`src/rtl/dividend_reconstructor_if.sv`:
```
// Start/Ack/Done handshake bundle with operand and result lines for dividend_reconstructor.
// The master side is the controller and the slave side is the reconstructor.
interface dividend_reconstructor_if;
  logic [7:0]  Qin;
  logic [7:0]  Yin;
  logic [7:0]  Rin;
  logic        Start;
  logic        Ack;
  logic        CEN;
  logic        Done;
  logic [15:0] Dividend;
  logic        RemOK;
  logic        Qi;
  logic        Qc;
  logic        Qd;

  modport master (
    output Qin, Yin, Rin, Start, Ack, CEN,
    input  Done, Dividend, RemOK, Qi, Qc, Qd
  );

  modport slave (
    input  Qin, Yin, Rin, Start, Ack, CEN,
    output Done, Dividend, RemOK, Qi, Qc, Qd
  );
endinterface

```
`src/rtl/dividend_reconstructor.sv`:
```
// Rebuilds a dividend as Q*Y + R with a shift-and-add multiplier.
// It also captures whether R < Y, so the remainder can be validated beside the divider.
module dividend_reconstructor (
  input  logic                    Clk,
  input  logic                    Reset_n,
  dividend_reconstructor_if.slave bus
);

  localparam int unsigned OP_W  = 8;
  localparam int unsigned RES_W = 16;

  typedef enum logic [2:0] {
    INITIAL = 3'b001,
    COMPUTE = 3'b010,
    DONE_S  = 3'b100
  } state_t;

  state_t            state, state_n;
  logic [OP_W-1:0]   qr, qr_n;
  logic [RES_W-1:0]  m, m_n;
  logic [RES_W-1:0]  acc, acc_n;
  logic              rem_ok, rem_ok_n;

  // State and datapath registers
  always_ff @(posedge Clk or negedge Reset_n) begin
    if (!Reset_n) begin
      state  <= INITIAL;
      qr     <= '0;
      m      <= '0;
      acc    <= '0;
      rem_ok <= 1'b0;
    end else begin
      state  <= state_n;
      qr     <= qr_n;
      m      <= m_n;
      acc    <= acc_n;
      rem_ok <= rem_ok_n;
    end
  end

  // Next-state and datapath update
  always_comb begin
    state_n  = state;
    qr_n     = qr;
    m_n      = m;
    acc_n    = acc;
    rem_ok_n = rem_ok;
    unique case (state)
      INITIAL: begin
        // Operands track the inputs every cycle, so the Start edge latches them.
        qr_n     = bus.Qin;
        m_n      = RES_W'(bus.Yin);
        acc_n    = RES_W'(bus.Rin);
        rem_ok_n = (bus.Rin < bus.Yin);
        if (bus.Start) state_n = COMPUTE;
      end
      COMPUTE: begin
        if (bus.CEN) begin
          if (qr == '0) begin
            state_n = DONE_S;
          end else begin
            if (qr[0]) acc_n = RES_W'(acc + m);
            qr_n = qr >> 1;
            m_n  = m << 1;
          end
        end
      end
      DONE_S: begin
        if (bus.Ack) state_n = INITIAL;
      end
      default: state_n = INITIAL;
    endcase
  end

  assign bus.Qi       = state[0];
  assign bus.Qc       = state[1];
  assign bus.Qd       = state[2];
  assign bus.Done     = state[2];
  assign bus.Dividend = acc;
  assign bus.RemOK    = rem_ok;

endmodule

```
`src/flat_wrapper.sv`:
```
// flat-port wrapper written by rule: the top's interface ports become plain ports
module dividend_reconstructor_flat 
  (Clk, Reset_n, bus_Qin, bus_Yin, bus_Rin, bus_Start, bus_Ack, bus_CEN, bus_Done, bus_Dividend, bus_RemOK, bus_Qi, bus_Qc, bus_Qd);
  dividend_reconstructor_if bus_i ();
  input  logic Clk;
  input  logic Reset_n;
  input wire logic [$bits(bus_i.Qin)-1:0] bus_Qin;
  input wire logic [$bits(bus_i.Yin)-1:0] bus_Yin;
  input wire logic [$bits(bus_i.Rin)-1:0] bus_Rin;
  input wire logic [$bits(bus_i.Start)-1:0] bus_Start;
  input wire logic [$bits(bus_i.Ack)-1:0] bus_Ack;
  input wire logic [$bits(bus_i.CEN)-1:0] bus_CEN;
  output wire logic [$bits(bus_i.Done)-1:0] bus_Done;
  output wire logic [$bits(bus_i.Dividend)-1:0] bus_Dividend;
  output wire logic [$bits(bus_i.RemOK)-1:0] bus_RemOK;
  output wire logic [$bits(bus_i.Qi)-1:0] bus_Qi;
  output wire logic [$bits(bus_i.Qc)-1:0] bus_Qc;
  output wire logic [$bits(bus_i.Qd)-1:0] bus_Qd;
  assign bus_i.Qin = bus_Qin;
  assign bus_i.Yin = bus_Yin;
  assign bus_i.Rin = bus_Rin;
  assign bus_i.Start = bus_Start;
  assign bus_i.Ack = bus_Ack;
  assign bus_i.CEN = bus_CEN;
  assign bus_Done = bus_i.Done;
  assign bus_Dividend = bus_i.Dividend;
  assign bus_RemOK = bus_i.RemOK;
  assign bus_Qi = bus_i.Qi;
  assign bus_Qc = bus_i.Qc;
  assign bus_Qd = bus_i.Qd;
  dividend_reconstructor u_core (.Clk(Clk), .Reset_n(Reset_n), .bus(bus_i));
endmodule
```
`config.mk`:
```
export PLATFORM = sky130hd
export DESIGN_NAME = dividend_reconstructor_flat
export DESIGN_NICKNAME = d
export VERILOG_FILES = /design/src/rtl/dividend_reconstructor_if.sv /design/src/rtl/dividend_reconstructor.sv /design/src/flat_wrapper.sv
export SDC_FILE = /design/constraint.sdc
export NUM_CORES = 1
export LEC_CHECK = 0
export ABC_CLOCK_PERIOD_IN_PS = 3300
export CELL_PAD_IN_SITES_DETAIL_PLACEMENT = 0
export CELL_PAD_IN_SITES_GLOBAL_PLACEMENT = 1
export CORE_MARGIN = 8
export CORE_UTILIZATION = 40
export CTS_CLUSTER_DIAMETER = 200
export CTS_CLUSTER_SIZE = 14
export DETAILED_ROUTE_END_ITERATION = 10
export GPL_TIMING_DRIVEN = 0
export PLACE_DENSITY = 0.93
export SYNTH_ARGS = -nofsm -noshare
export SYNTH_HDL_FRONTEND = slang
export SYNTH_SLANG_ARGS = --single-unit
```
`constraint.sdc`:
```
create_clock -name Clk -period 3.3 [get_ports Clk]
set_input_delay 0.33 -clock Clk [delete_from_list [all_inputs] [get_ports Clk]]
set_output_delay 0.33 -clock Clk [all_outputs]
set_load 0.03 [all_outputs]
```
==> results of run 1 <==
## final cells by class
cell class,count,area [µm²],share of cell area [%]
multi-input cells,250,1550,44.6
flip-flops and latches,44,1100,31.7
repair buffers,50,513,14.8
well taps,80,100,2.88
clock buffers,6,82.6,2.37
plain buffers,14,80.1,2.30
inverters,10,37.5,1.08
clock inverters,2,10.0,0.288
## report_power, final
| group | internal [mW] | total, mW | leakage (nW) | switching [mW] |
|---|---|---|---|---|
| Clock | 0.167 | 0.360 | 0.0510 | 0.192 |
| Sequential | 0.721 | 0.887 | 0.561 | 0.166 |
| Combinational | 0.668 | 1.63 | 0.936 | 0.965 |
| Total | 1.56 | 2.88 | 1.55 | 1.32 |
## logic make-up (layout without fill, tap and decap cells)
group	count (synthesis)	count (layout)	synth area share (%)
AOI/OAI and AO/OA	108	108	24.0
xor gates and xnor gates	11	11	3.48
adders and majority gates	23	23	10.7
buffers and inverters	24	82	4.24
DFF	44	44	39.8
muxes	7	7	2.53
and+or+nand+nor	101	101	15.3
## worst max-delay path: cells and delay by family, from the launching register on
kind | cells | cell delay (ps)
AOI/OAI and AO/OA | 5 | 1100
xor gates and xnor gates | 1 | 220
adders and majority gates | 2 | 680
DFF | 1 | 410
## cell usage in the layout (no fill, tap or decap), types with 4 or more instances in the layout
cell	count
a21oi_1	27
xnor2_1	7
dfrtp_1	43
xor2_1	4
mux2i_1	7
a21o_1	11
buf_2	5
nand2b_1	4
ha_1	22
o21ai_1	6
clkdlybuf4s50_1	48
clkbuf_8	6
o21ai_0	41
inv_1	10
nor2_1	19
nand2_1	62
clkbuf_1	6
## flip-flops by register name, indices dropped and copies added (netlist names)
name,count
u_core.state,3
u_core.m,16
u_core.bus.RemOK,1
u_core.qr,8
u_core.bus.Dividend,16
## path summary, 6_finish.rpt
kind | from | to | slack, ps
worst max register to register | u_core.bus.Dividend[0]$_DFFE_PN0P_ | u_core.bus.Dividend[14]$_DFFE_PN0P_ | 740
min in group Clk | u_core.m[15]$_DFFE_PN0P_ | u_core.m[15]$_DFFE_PN0P_ | 520
worst min register to register | u_core.m[15]$_DFFE_PN0P_ | u_core.m[15]$_DFFE_PN0P_ | 520
worst max-delay path | u_core.bus.Dividend[0]$_DFFE_PN0P_ | u_core.bus.Dividend[14]$_DFFE_PN0P_ | 740
max in group asynchronous | Reset_n | u_core.bus.Dividend[5]$_DFFE_PN0P_ | 2780
worst min-delay path | Reset_n | u_core.m[11]$_DFFE_PN0P_ | 20
## routing by layer
layer | up-vias | GRT usage (%)
li1 | 1229 | -
met4 | 0 | 3.26
met5 | - | 0
met3 | 10 | 2.65
met2 | 59 | 23.3
met1 | 1170 | 19.5
## metrics by stage
| stage | utilization (%) | hold WS [ps] |
|---|---|---|
| 2_1_floorplan | - | 34.4 |
| 3_3_place_gp | 49.8 | 488 |
| 3_5_place_dp | 50.1 | 365 |
| 4_1_cts | 51.5 | 41.9 |
| 5_1_grt | 51.5 | 68.1 |
| 6_report | 51.5 | 18.1 |
==> impl_results.html, run 1 <==
<table>
<tr><th>Metric</th><th>Value</th></tr>
<tr><th colspan="2">Timing</th></tr>
<tr><td>Final worst clock skew</td><td>9.73 ps</td></tr>
<tr><td>Unrepaired setup endpoints after global routing</td><td>no</td></tr>
<tr><td>Post-route setup TNS</td><td>0 ps</td></tr>
<tr><td>Worst slew pin tran</td><td>565 ps</td></tr>
<tr><td>Final count of pins violating max slew</td><td>0</td></tr>
<tr><td>Final number of hold-violating endpoints</td><td>0</td></tr>
<tr><td>Setup violators final</td><td>0</td></tr>
<tr><td>Period minus WS final</td><td>2560 ps</td></tr>
<tr><td>Relative slew margins</td><td>62.3%</td></tr>
<tr><td>Fraction of the cycle the final worst path needs</td><td>77.5%</td></tr>
<tr><td>Achievable frequency</td><td>391 MHz</td></tr>
<tr><td>Setup ws final</td><td>743 ps</td></tr>
<tr><th colspan="2">Placement</th></tr>
<tr><td>Cell total after placement</td><td>448</td></tr>
<tr><td>Worst slack at placement</td><td>768 ps</td></tr>
<tr><td>Quantity of I/O buffers inserted on ports</td><td>49</td></tr>
<tr><td>Weighted congestion at the end of routability-driven global placement</td><td>0.856</td></tr>
<tr><td>Sum of net half-perimeters after detailed placement</td><td>5410 µm</td></tr>
<tr><td>Instance area at placement</td><td>0.00338 mm²</td></tr>
<tr><th colspan="2">Clock network</th></tr>
<tr><td>Clock-pin transition on the worst setup and hold timing paths</td><td>90 ps</td></tr>
<tr><td>Buffers inserted during post-CTS setup optimization</td><td>0</td></tr>
<tr><td>Total CTS buffers</td><td>5</td></tr>
<tr><td>Number of buffers on the longest clock path</td><td>2</td></tr>
<tr><td>Root Driver</td><td>clkbuf_8</td></tr>
<tr><td>CTS tree</td><td>yes</td></tr>
<tr><td>Cts hold-fix bufs</td><td>0</td></tr>
<tr><td>Total clock sinks</td><td>44</td></tr>
<tr><td>Worst skew pair latency</td><td>300 ps</td></tr>
<tr><td>CTS H-Tree Depth</td><td>2</td></tr>
<tr><td>PostCTS Resize Cnt</td><td>0</td></tr>
<tr><th colspan="2">Worst setup path</th></tr>
<tr><td>Critical path endpoint category</td><td>register</td></tr>
<tr><td>Crit path arrival time</td><td>2730 ps</td></tr>
<tr><td>Required time of the critical path</td><td>3470 ps</td></tr>
<tr><td>Critical path fanouts, max</td><td>3</td></tr>
<tr><td>Crit-path cells</td><td>ha_1 -&gt; fa_1 -&gt; a211oi_2 -&gt; o211ai_2 -&gt; a41o_1 -&gt; a221oi_2 -&gt; xor2_1 -&gt; o21ai_1</td></tr>
<tr><td>Cell with the largest stage delay on the worst path</td><td>fa_1</td></tr>
<tr><td>Type of element launching the critical path</td><td>register</td></tr>
<tr><td>Critical Path Max Stage Delay</td><td>440 ps</td></tr>
<tr><td>Cells on worst reg2reg path</td><td>8</td></tr>
<tr><td>Type of the worst setup path</td><td>reg2reg</td></tr>
<tr><th colspan="2">GRT</th></tr>
<tr><td>Vias in the first global route</td><td>2480</td></tr>
<tr><td>Initial antenna violation count</td><td>0</td></tr>
<tr><td>Global route overflow</td><td>0</td></tr>
<tr><td>Pin count of the biggest net entering global routing</td><td>24</td></tr>
<tr><td>GRT Overall Usage</td><td>14.4%</td></tr>
<tr><td>First-pass GRT wire length</td><td>11700 µm</td></tr>
<tr><th colspan="2">Pwr</th></tr>
<tr><td>LEAKAGE</td><td>1.55 nW</td></tr>
<tr><td>Max IR drop VDD</td><td>0.330 mV</td></tr>
<tr><td>Total power draw</td><td>2.88 mW</td></tr>
<tr><td>P per Cell Area</td><td>828 mW/mm²</td></tr>
<tr><th colspan="2">Final layout</th></tr>
<tr><td>Number of nets in the layout</td><td>427</td></tr>
<tr><td>Final non-filler cell total</td><td>456</td></tr>
<tr><td>Area overhead of the layout relative to synthesis</td><td>25.5%</td></tr>
<tr><td>Fillers</td><td>672</td></tr>
<tr><td>Number of antenna cells inserted</td><td>0</td></tr>
<tr><td>Post-route cell area</td><td>0.00348 mm²</td></tr>
<tr><td>Layout cells sized above 1</td><td>7.45%</td></tr>
<tr><th colspan="2">Logic synthesis</th></tr>
<tr><td>Distinct cell type count of the synthesized netlist</td><td>42</td></tr>
<tr><td>Warning count from the yosys run</td><td>0</td></tr>
<tr><td>Synth async-reset ratio</td><td>100%</td></tr>
<tr><td>Synthesized netlist net count</td><td>370</td></tr>
<tr><td>Fraction of the yosys area taken by sequential cells</td><td>39.8%</td></tr>
<tr><td>Synth Area per Inst</td><td>8.72 µm²</td></tr>
<tr><td>Synth Instances</td><td>318</td></tr>
<tr><td>Ys flop type</td><td>dfrtp_1</td></tr>
<tr><td>Most frequent cell after synthesis</td><td>nand2_1</td></tr>
<tr><td>Largest cells by area after synthesis</td><td>dfrtp_1 39%, ha_1 9.9%, nand2_1 8.4%</td></tr>
<tr><td>Synthesized cell area</td><td>0.00277 mm²</td></tr>
<tr><td>Yosys top cell by area</td><td>dfrtp_1</td></tr>
<tr><td>FF+latch count, synth</td><td>44</td></tr>
<tr><td>Number of enable flip-flop cells after synthesis</td><td>0</td></tr>
<tr><td>Leading cell types by count after synthesis</td><td>62 x nand2_1, 43 x dfrtp_1, 41 x o21ai_0, 27 x a21oi_1, 22 x ha_1</td></tr>
<tr><td>Top cell type's share of synthesized area</td><td>38.8%</td></tr>
<tr><th colspan="2">Floorplan</th></tr>
<tr><td>Die Ht</td><td>99.2 µm</td></tr>
<tr><td>Number of I/O pins</td><td>50</td></tr>
<tr><td>Effective utilization at floorplan</td><td>41.0%</td></tr>
<tr><td>DIE WIDTH</td><td>99.2 µm</td></tr>
<tr><td>Floorplan Core Area</td><td>0.00676 mm²</td></tr>
<tr><td>Die Footprint</td><td>0.00985 mm²</td></tr>
<tr><td>Row count</td><td>30</td></tr>
<tr><th colspan="2">Detailed routing</th></tr>
<tr><td>WL met2</td><td>3130 µm</td></tr>
<tr><td>Number of nets with antenna violations after routing</td><td>0</td></tr>
<tr><td>Top routing layer in use</td><td>met4</td></tr>
<tr><td>Length of the first detailed-routing pass in iterations</td><td>4</td></tr>
<tr><td>WL met3</td><td>307 µm</td></tr>
<tr><td>Total wire length after detailed routing</td><td>6840 µm</td></tr>
<tr><td>WL per Instance</td><td>15.0 µm</td></tr>
<tr><td>Routed vias/inst</td><td>5.41</td></tr>
<tr><td>Post-route DRC violation count</td><td>0</td></tr>
<tr><td>Initial drt markers</td><td>78</td></tr>
<tr><td>Wire length on met1</td><td>3310 µm</td></tr>
<tr><td>Via count</td><td>2468</td></tr>
<tr><th colspan="2">Job</th></tr>
<tr><td>Max-cap violation count</td><td>0</td></tr>
<tr><th colspan="2">Hold path</th></tr>
<tr><td>Worst min-delay path category</td><td>in2async</td></tr>
<tr><th colspan="2">Status</th></tr>
<tr><td>Run status</td><td>finished, final reports clean</td></tr>
</table>
No activity file was read; power rests on OpenSTA's default activity.
==> run 2: changes to the inputs <==
Settings changed: ABC_CLOCK_PERIOD_IN_PS 3300 to 2200, CORE_UTILIZATION 40 to 36, PLACE_DENSITY 0.93 to 0.89.
Clock period 3.3 ns to 2.2 ns, I/O delays scaled along.
==> impl_results.html, run 2 (synthesized netlist as in run 1, its figures left out) <==
<table>
<tr><th>Metric</th><th>Value</th></tr>
<tr><th colspan="2">Worst setup path</th></tr>
<tr><td>Cell with the largest stage delay on the worst path</td><td>dfrtp_2</td></tr>
<tr><td>Buffering stage count on the worst path with inverters included</td><td>0</td></tr>
<tr><td>Critical path endpoint category</td><td>register</td></tr>
<tr><td>Type of the worst setup path</td><td>reg2reg</td></tr>
<tr><td>Cell class contributing the biggest share of worst-path delay</td><td>compound AO/OA/AOI/OAI gates</td></tr>
<tr><td>Critical Path Max Stage Delay</td><td>440 ps</td></tr>
<tr><td>Critical path fanouts, max</td><td>3</td></tr>
<tr><td>Type of element launching the critical path</td><td>register</td></tr>
<tr><td>Required time of the critical path</td><td>2380 ps</td></tr>
<tr><td>Crit path arrival time</td><td>2500 ps</td></tr>
<tr><td>Crit-path cells</td><td>ha_4 -&gt; fa_2 -&gt; a211oi_4 -&gt; o211ai_2 -&gt; a41o_1 -&gt; a21o_1 -&gt; a21oi_2 -&gt; xor2_1 -&gt; o21ai_1</td></tr>
<tr><th colspan="2">GRT</th></tr>
<tr><td>Vias in the first global route</td><td>2556</td></tr>
<tr><td>Pin count of the biggest net entering global routing</td><td>25</td></tr>
<tr><td>Global route overflow</td><td>0</td></tr>
<tr><td>First-pass GRT wire length</td><td>12400 µm</td></tr>
<tr><td>Initial antenna violation count</td><td>0</td></tr>
<tr><td>GRT Overall Usage</td><td>13.9%</td></tr>
<tr><th colspan="2">Detailed routing</th></tr>
<tr><td>WL per Instance</td><td>14.9 µm</td></tr>
<tr><td>Post-route DRC violation count</td><td>0</td></tr>
<tr><td>Number of nets with antenna violations after routing</td><td>0</td></tr>
<tr><td>Length of the first detailed-routing pass in iterations</td><td>5</td></tr>
<tr><td>Via count</td><td>2492</td></tr>
<tr><td>Initial drt markers</td><td>141</td></tr>
<tr><td>Routed vias/inst</td><td>5.15</td></tr>
<tr><td>Total wire length after detailed routing</td><td>7210 µm</td></tr>
<tr><th colspan="2">Clock network</th></tr>
<tr><td>Total CTS buffers</td><td>5</td></tr>
<tr><td>Root Driver</td><td>clkbuf_8</td></tr>
<tr><td>CTS H-Tree Depth</td><td>2</td></tr>
<tr><td>CTS tree</td><td>yes</td></tr>
<tr><td>Total clock sinks</td><td>44</td></tr>
<tr><td>Worst skew pair latency</td><td>310 ps</td></tr>
<tr><td>Number of buffers on the longest clock path</td><td>2</td></tr>
<tr><td>Clock-pin transition on the worst setup and hold timing paths</td><td>90 ps</td></tr>
<tr><th colspan="2">Timing</th></tr>
<tr><td>Relative slew margins</td><td>64.5%</td></tr>
<tr><td>Unrepaired setup endpoints after global routing</td><td>yes</td></tr>
<tr><td>Final number of hold-violating endpoints</td><td>0</td></tr>
<tr><td>Fraction of the cycle the final worst path needs</td><td>106%</td></tr>
<tr><td>Worst slew pin tran</td><td>533 ps</td></tr>
<tr><td>Final worst clock skew</td><td>17.9 ps</td></tr>
<tr><td>Setup ws final</td><td>-122 ps</td></tr>
<tr><td>Final count of pins violating max slew</td><td>0</td></tr>
<tr><td>Setup violators final</td><td>2</td></tr>
<tr><td>Period minus WS final</td><td>2320 ps</td></tr>
<tr><td>Achievable frequency</td><td>431 MHz</td></tr>
<tr><th colspan="2">Final layout</th></tr>
<tr><td>Layout cells sized above 1</td><td>11.3%</td></tr>
<tr><td>Fillers</td><td>741</td></tr>
<tr><td>Number of nets in the layout</td><td>433</td></tr>
<tr><td>Util after Layout</td><td>47.4%</td></tr>
<tr><td>Most common cell after layout, fill and taps aside</td><td>nand2_1</td></tr>
<tr><td>Area overhead of the layout relative to synthesis</td><td>30.1%</td></tr>
<tr><td>Commonest non-fill, non-tap cells in the layout</td><td>62 x nand2_1, 48 x clkdlybuf4s50_1, 41 x dfrtp_1, 40 x o21ai_0, 26 x a21oi_1</td></tr>
<tr><td>Number of antenna cells inserted</td><td>0</td></tr>
<tr><th colspan="2">Floorplan</th></tr>
<tr><td>Die Footprint</td><td>0.0108 mm²</td></tr>
<tr><td>DIE WIDTH</td><td>104 µm</td></tr>
<tr><td>Effective utilization at floorplan</td><td>36.4%</td></tr>
<tr><td>Floorplan Core Area</td><td>0.00761 mm²</td></tr>
<tr><td>Row count</td><td>32</td></tr>
<tr><td>Number of I/O pins</td><td>50</td></tr>
<tr><td>Die Ht</td><td>104 µm</td></tr>
<tr><th colspan="2">Placement</th></tr>
<tr><td>Sum of net half-perimeters after detailed placement</td><td>5550 µm</td></tr>
<tr><td>Quantity of I/O buffers inserted on ports</td><td>49</td></tr>
<tr><td>Worst slack at placement</td><td>-179 ps</td></tr>
<tr><td>Weighted congestion at the end of routability-driven global placement</td><td>0.862</td></tr>
<tr><th colspan="2">Pwr</th></tr>
<tr><td>P per Cell Area</td><td>1280 mW/mm²</td></tr>
<tr><td>Sequential fraction of design power</td><td>29.3%</td></tr>
<tr><td>Max IR drop VDD</td><td>0.624 mV</td></tr>
<tr><td>Sw Pwr</td><td>2.09 mW</td></tr>
<tr><td>Internal</td><td>2.53 mW</td></tr>
<tr><td>Clock share of power</td><td>12.2%</td></tr>
<tr><td>Combinational group share of total power</td><td>58.5%</td></tr>
<tr><td>Net switching share of the total power</td><td>45.2%</td></tr>
<tr><td>LEAKAGE</td><td>1.57 nW</td></tr>
<tr><th colspan="2">Status</th></tr>
<tr><td>Run status</td><td>finished with violations</td></tr>
<tr><td>Violated checks</td><td>negative setup slack</td></tr>
<tr><th colspan="2">Job</th></tr>
<tr><td>Max-cap violation count</td><td>0</td></tr>
<tr><th colspan="2">Hold path</th></tr>
<tr><td>Worst min-delay path category</td><td>in2async</td></tr>
</table>
[run 2: stage by stage]
| step | power [mW] | instances | TNS (ps) | hold WS [ps] | area [µm²] |
|---|---|---|---|---|---|
| floorplan | 3.08 | 318 | -83.6 | -75.6 | 2790 |
| global placement | 3.79 | 469 | -15080 | 495 | 3410 |
| detailed placement | 3.85 | 470 | -392 | 225 | 3420 |
| CTS | 4.56 | 483 | -176 | 443 | 3580 |
| global route | 5.02 | 484 | -388 | 474 | 3600 |
| finish | 4.62 | 484 | -197 | 428 | 3600 |
[run 2: final cells by class]
type	count	area [µm²]	share of cell area, %
timing repair buffer	56	553	15.3
clock buffer	8	100	2.78
tap	102	128	3.54
sequential	44	1100	30.6
multi-input combinational	250	1600	44.4
buffer	14	80.1	2.22
inverter	10	37.5	1.04
[run 2: layer usage]
| metal | wire (µm) | track usage, % | vias to the layer above |
|---|---|---|---|
| li1 | - | - | 1244 |
| met1 | 3450 | 17.9 | 1184 |
| met2 | 3320 | 22.2 | 55 |
| met3 | 329 | 3.47 | 9 |
| met4 | 107 | 4.24 | 0 |
| met5 | 0 | 0 | - |
[run 2: what timing repair did]
item                                    in CTS  in global routing
resized for setup                            4                  7
hold endpoints to repair                    19                  0
setup buffers                                4                  1
pin swaps                                    3                  2
hold buffers                                 1                  0
gates cloned                                 0                  0
endpoints found under the setup margin       3                  8
[run 2: worst paths after layout]
check,cells after the start,start,to,slack (ps)
min in group Clk,2,bus_Start,u_core.state[0]$_DFFE_PN1P_,480
max in group asynchronous,3,Reset_n,u_core.m[7]$_DFFE_PN0P_,1260
hold / removal,2,Reset_n,u_core.qr[6]$_DFFE_PN0P_,430
setup / recovery,9,u_core.bus.Dividend[0]$_DFFE_PN0P_,u_core.bus.Dividend[12]$_DFFE_PN0P_,-120
hold reg to reg,2,u_core.qr[2]$_DFFE_PN0P_,u_core.qr[2]$_DFFE_PN0P_,520
setup reg to reg,9,u_core.bus.Dividend[0]$_DFFE_PN0P_,u_core.bus.Dividend[12]$_DFFE_PN0P_,-120
[run 2: power by group through the flow]
stage | Sequential (mW) | Combinational [mW] | Clock, mW
after floorplan | 1.49 | 1.59 | 0
after global placement | 1.35 | 2.44 | 0
after detailed placement | 1.36 | 2.48 | 0
after CTS | 1.35 | 2.63 | 0.580
after global routing | 1.39 | 3.02 | 0.609
final | 1.35 | 2.70 | 0.565
==> run 3: changes to the inputs <==
Settings changed: CORE_MARGIN 8 to not set.
==> impl_results.html, run 3 (synthesized netlist as in run 1, its figures left out) <==
<table>
<tr><th>Metric</th><th>Value</th></tr>
<tr><th colspan="2">Timing</th></tr>
<tr><td>Hold WS</td><td>314 ps</td></tr>
<tr><td>Period minus WS final</td><td>2280 ps</td></tr>
<tr><td>Fraction of the cycle the final worst path needs</td><td>104%</td></tr>
<tr><td>Final worst clock skew</td><td>8.26 ps</td></tr>
<tr><td>Setup violators final</td><td>3</td></tr>
<tr><td>Final number of hold-violating endpoints</td><td>0</td></tr>
<tr><td>Unrepaired setup endpoints after global routing</td><td>yes</td></tr>
<tr><td>Final count of pins violating max slew</td><td>0</td></tr>
<tr><td>Setup ws final</td><td>-80.7 ps</td></tr>
<tr><td>Achievable frequency</td><td>438 MHz</td></tr>
<tr><td>Relative slew margins</td><td>61.4%</td></tr>
<tr><td>Worst slew pin tran</td><td>578 ps</td></tr>
<tr><td>Post-route setup TNS</td><td>-147 ps</td></tr>
<tr><th colspan="2">Pwr</th></tr>
<tr><td>P per Cell Area</td><td>1280 mW/mm²</td></tr>
<tr><td>Max IR drop VDD</td><td>0.510 mV</td></tr>
<tr><td>LEAKAGE</td><td>1.59 nW</td></tr>
<tr><th colspan="2">Placement</th></tr>
<tr><td>Weighted congestion at the end of routability-driven global placement</td><td>0.864</td></tr>
<tr><td>Worst slack at placement</td><td>-161 ps</td></tr>
<tr><td>Cell total after placement</td><td>467</td></tr>
<tr><td>Quantity of I/O buffers inserted on ports</td><td>49</td></tr>
<tr><td>Sum of net half-perimeters after detailed placement</td><td>5180 µm</td></tr>
<tr><th colspan="2">Worst setup path</th></tr>
<tr><td>Cells on worst reg2reg path</td><td>9</td></tr>
<tr><td>Type of the worst setup path</td><td>reg2reg</td></tr>
<tr><td>Type of element launching the critical path</td><td>register</td></tr>
<tr><td>Crit path arrival time</td><td>2460 ps</td></tr>
<tr><td>Required time of the critical path</td><td>2380 ps</td></tr>
<tr><td>CP Capture Point</td><td>u_core.bus.Dividend[12]$_DFFE_PN0P_</td></tr>
<tr><td>Startpoint of the most critical register-to-register path</td><td>u_core.m[0]$_DFFE_PN0P_</td></tr>
<tr><td>Start point of the critical path</td><td>u_core.m[0]$_DFFE_PN0P_</td></tr>
<tr><td>Critical path fanouts, max</td><td>3</td></tr>
<tr><td>Critical path endpoint category</td><td>register</td></tr>
<tr><td>RR Endpoint</td><td>u_core.bus.Dividend[12]$_DFFE_PN0P_</td></tr>
<tr><td>Slack of the worst reg-to-reg path</td><td>-80 ps</td></tr>
<tr><th colspan="2">Clock network</th></tr>
<tr><td>Number of buffers on the longest clock path</td><td>2</td></tr>
<tr><td>Worst skew pair latency</td><td>300 ps</td></tr>
<tr><td>Clock-pin transition on the worst setup and hold timing paths</td><td>80 ps</td></tr>
<tr><td>CTS tree</td><td>yes</td></tr>
<tr><td>Root Driver</td><td>clkbuf_8</td></tr>
<tr><td>CTS H-Tree Depth</td><td>2</td></tr>
<tr><td>Total CTS buffers</td><td>5</td></tr>
<tr><td>Total clock sinks</td><td>44</td></tr>
<tr><th colspan="2">Floorplan</th></tr>
<tr><td>Die Footprint</td><td>0.00805 mm²</td></tr>
<tr><td>Die Ht</td><td>89.7 µm</td></tr>
<tr><td>Number of I/O pins</td><td>50</td></tr>
<tr><td>Floorplan Core Area</td><td>0.00733 mm²</td></tr>
<tr><td>Row count</td><td>31</td></tr>
<tr><td>DIE WIDTH</td><td>89.7 µm</td></tr>
<tr><td>Effective utilization at floorplan</td><td>37.8%</td></tr>
<tr><th colspan="2">Job</th></tr>
<tr><td>Max-cap violation count</td><td>0</td></tr>
<tr><th colspan="2">Status</th></tr>
<tr><td>Violated checks</td><td>negative setup slack</td></tr>
<tr><td>Run status</td><td>finished with violations</td></tr>
<tr><th colspan="2">Detailed routing</th></tr>
<tr><td>Post-route DRC violation count</td><td>0</td></tr>
<tr><td>WL per Instance</td><td>14.0 µm</td></tr>
<tr><td>Routed vias/inst</td><td>5.03</td></tr>
<tr><td>Length of the first detailed-routing pass in iterations</td><td>4</td></tr>
<tr><td>Number of nets with antenna violations after routing</td><td>0</td></tr>
<tr><td>Via count</td><td>2439</td></tr>
<tr><td>Total wire length after detailed routing</td><td>6810 µm</td></tr>
<tr><td>Initial drt markers</td><td>81</td></tr>
<tr><th colspan="2">GRT</th></tr>
<tr><td>Initial antenna violation count</td><td>0</td></tr>
<tr><td>Pin count of the biggest net entering global routing</td><td>36</td></tr>
<tr><td>Vias in the first global route</td><td>2389</td></tr>
<tr><td>First-pass GRT wire length</td><td>11500 µm</td></tr>
<tr><td>GRT Overall Usage</td><td>17.8%</td></tr>
<tr><td>Global route overflow</td><td>0</td></tr>
<tr><th colspan="2">Final layout</th></tr>
<tr><td>Register Area</td><td>0.00110 mm²</td></tr>
<tr><td>Util after Layout</td><td>49.5%</td></tr>
<tr><td>Layout cells sized above 1</td><td>11.9%</td></tr>
<tr><td>Fillers</td><td>682</td></tr>
<tr><td>Area overhead of the layout relative to synthesis</td><td>30.9%</td></tr>
<tr><td>Commonest non-fill, non-tap cells in the layout</td><td>62 x nand2_1, 48 x clkdlybuf4s50_1, 41 x dfrtp_1, 40 x o21ai_0, 27 x a21oi_1</td></tr>
<tr><td>Footprint of the multi-input gates</td><td>0.00160 mm²</td></tr>
<tr><td>Final non-filler cell total</td><td>485</td></tr>
<tr><td>Number of nets in the layout</td><td>438</td></tr>
<tr><td>Most common cell after layout, fill and taps aside</td><td>nand2_1</td></tr>
<tr><td>Number of antenna cells inserted</td><td>0</td></tr>
<tr><th colspan="2">Hold path</th></tr>
<tr><td>Worst min-delay path category</td><td>in2async</td></tr>
</table>
==> run 3: critical path, cell delays in order, from the launching register on <==
cell      delay [ps]
dfrtp_1          420
ha_4             180
fa_2             370
a211oi_4         290
o211ai_2         120
a41o_1           250
a21o_1           180
a21oi_2          130
xor2_1           150
o21ai_1           70
==> run 3: metal layers <==
metal	vias up	part of all wire (%)	track usage, %
met4	0	1.9	7.24
li1	1247	-	-
met1	1127	50	25.0
met5	-	0	0
met2	53	45	27.6
met3	12	3.5	2.62
==> run 3: cell type report <==
type                            instances  area share [%]
Multi-Input combinational cell        250            44.0
Timing Repair Buffer                   61            16.3
Clock buffer                            7            2.66
Buffer                                 14            2.21
Sequential cell                        44            30.4
Inverter                               10            1.03
Tap cell                               99            3.41
==> run 3: power breakdown <==
group | switching, mW | internal [mW] | total, mW | leakage [nW]
clock | 0.274 | 0.280 | 0.554 | 0.0503
combinational | 1.56 | 1.19 | 2.75 | 0.983
sequential | 0.250 | 1.09 | 1.34 | 0.559
total | 2.08 | 2.56 | 4.64 | 1.59
==> run 3: worst min path at each step <==
| stage | from | end | slack (ps) | cells past startpoint |
|---|---|---|---|---|
| 2_1_floorplan | Reset_n | u_core.bus.Dividend[0]$_DFFE_PN0P_ | -80 | 0 |
| 3_3_place_gp | u_core.qr[5]$_DFFE_PN0P_ | u_core.qr[5]$_DFFE_PN0P_ | 490 | 2 |
| 3_5_place_dp | Reset_n | u_core.bus.Dividend[10]$_DFFE_PN0P_ | 110 | 1 |
| 4_1_cts | Reset_n | u_core.bus.Dividend[10]$_DFFE_PN0P_ | 320 | 2 |
| 5_1_grt | Reset_n | u_core.bus.Dividend[10]$_DFFE_PN0P_ | 340 | 2 |
| 6_report | Reset_n | u_core.bus.Dividend[10]$_DFFE_PN0P_ | 310 | 2 |
==> run 3: what timing repair did <==
action	in CTS	in global routing
setup endpoints to repair	3	4
setup buffers	5	5
endpoints found under the hold margin	9	0
gates resized for setup	4	5
hold buffers	1	0
pin swaps	3	3
==> run 3: stage by stage <==
| step | cell area, µm² | power [mW] |
|---|---|---|
| after detailed placement | 3420 | 3.83 |
| after CTS | 3570 | 4.52 |
| after global placement | 3400 | 3.79 |
| final | 3630 | 4.64 |
| after floorplan | 2790 | 3.08 |
| after global routing | 3630 | 5.00 |
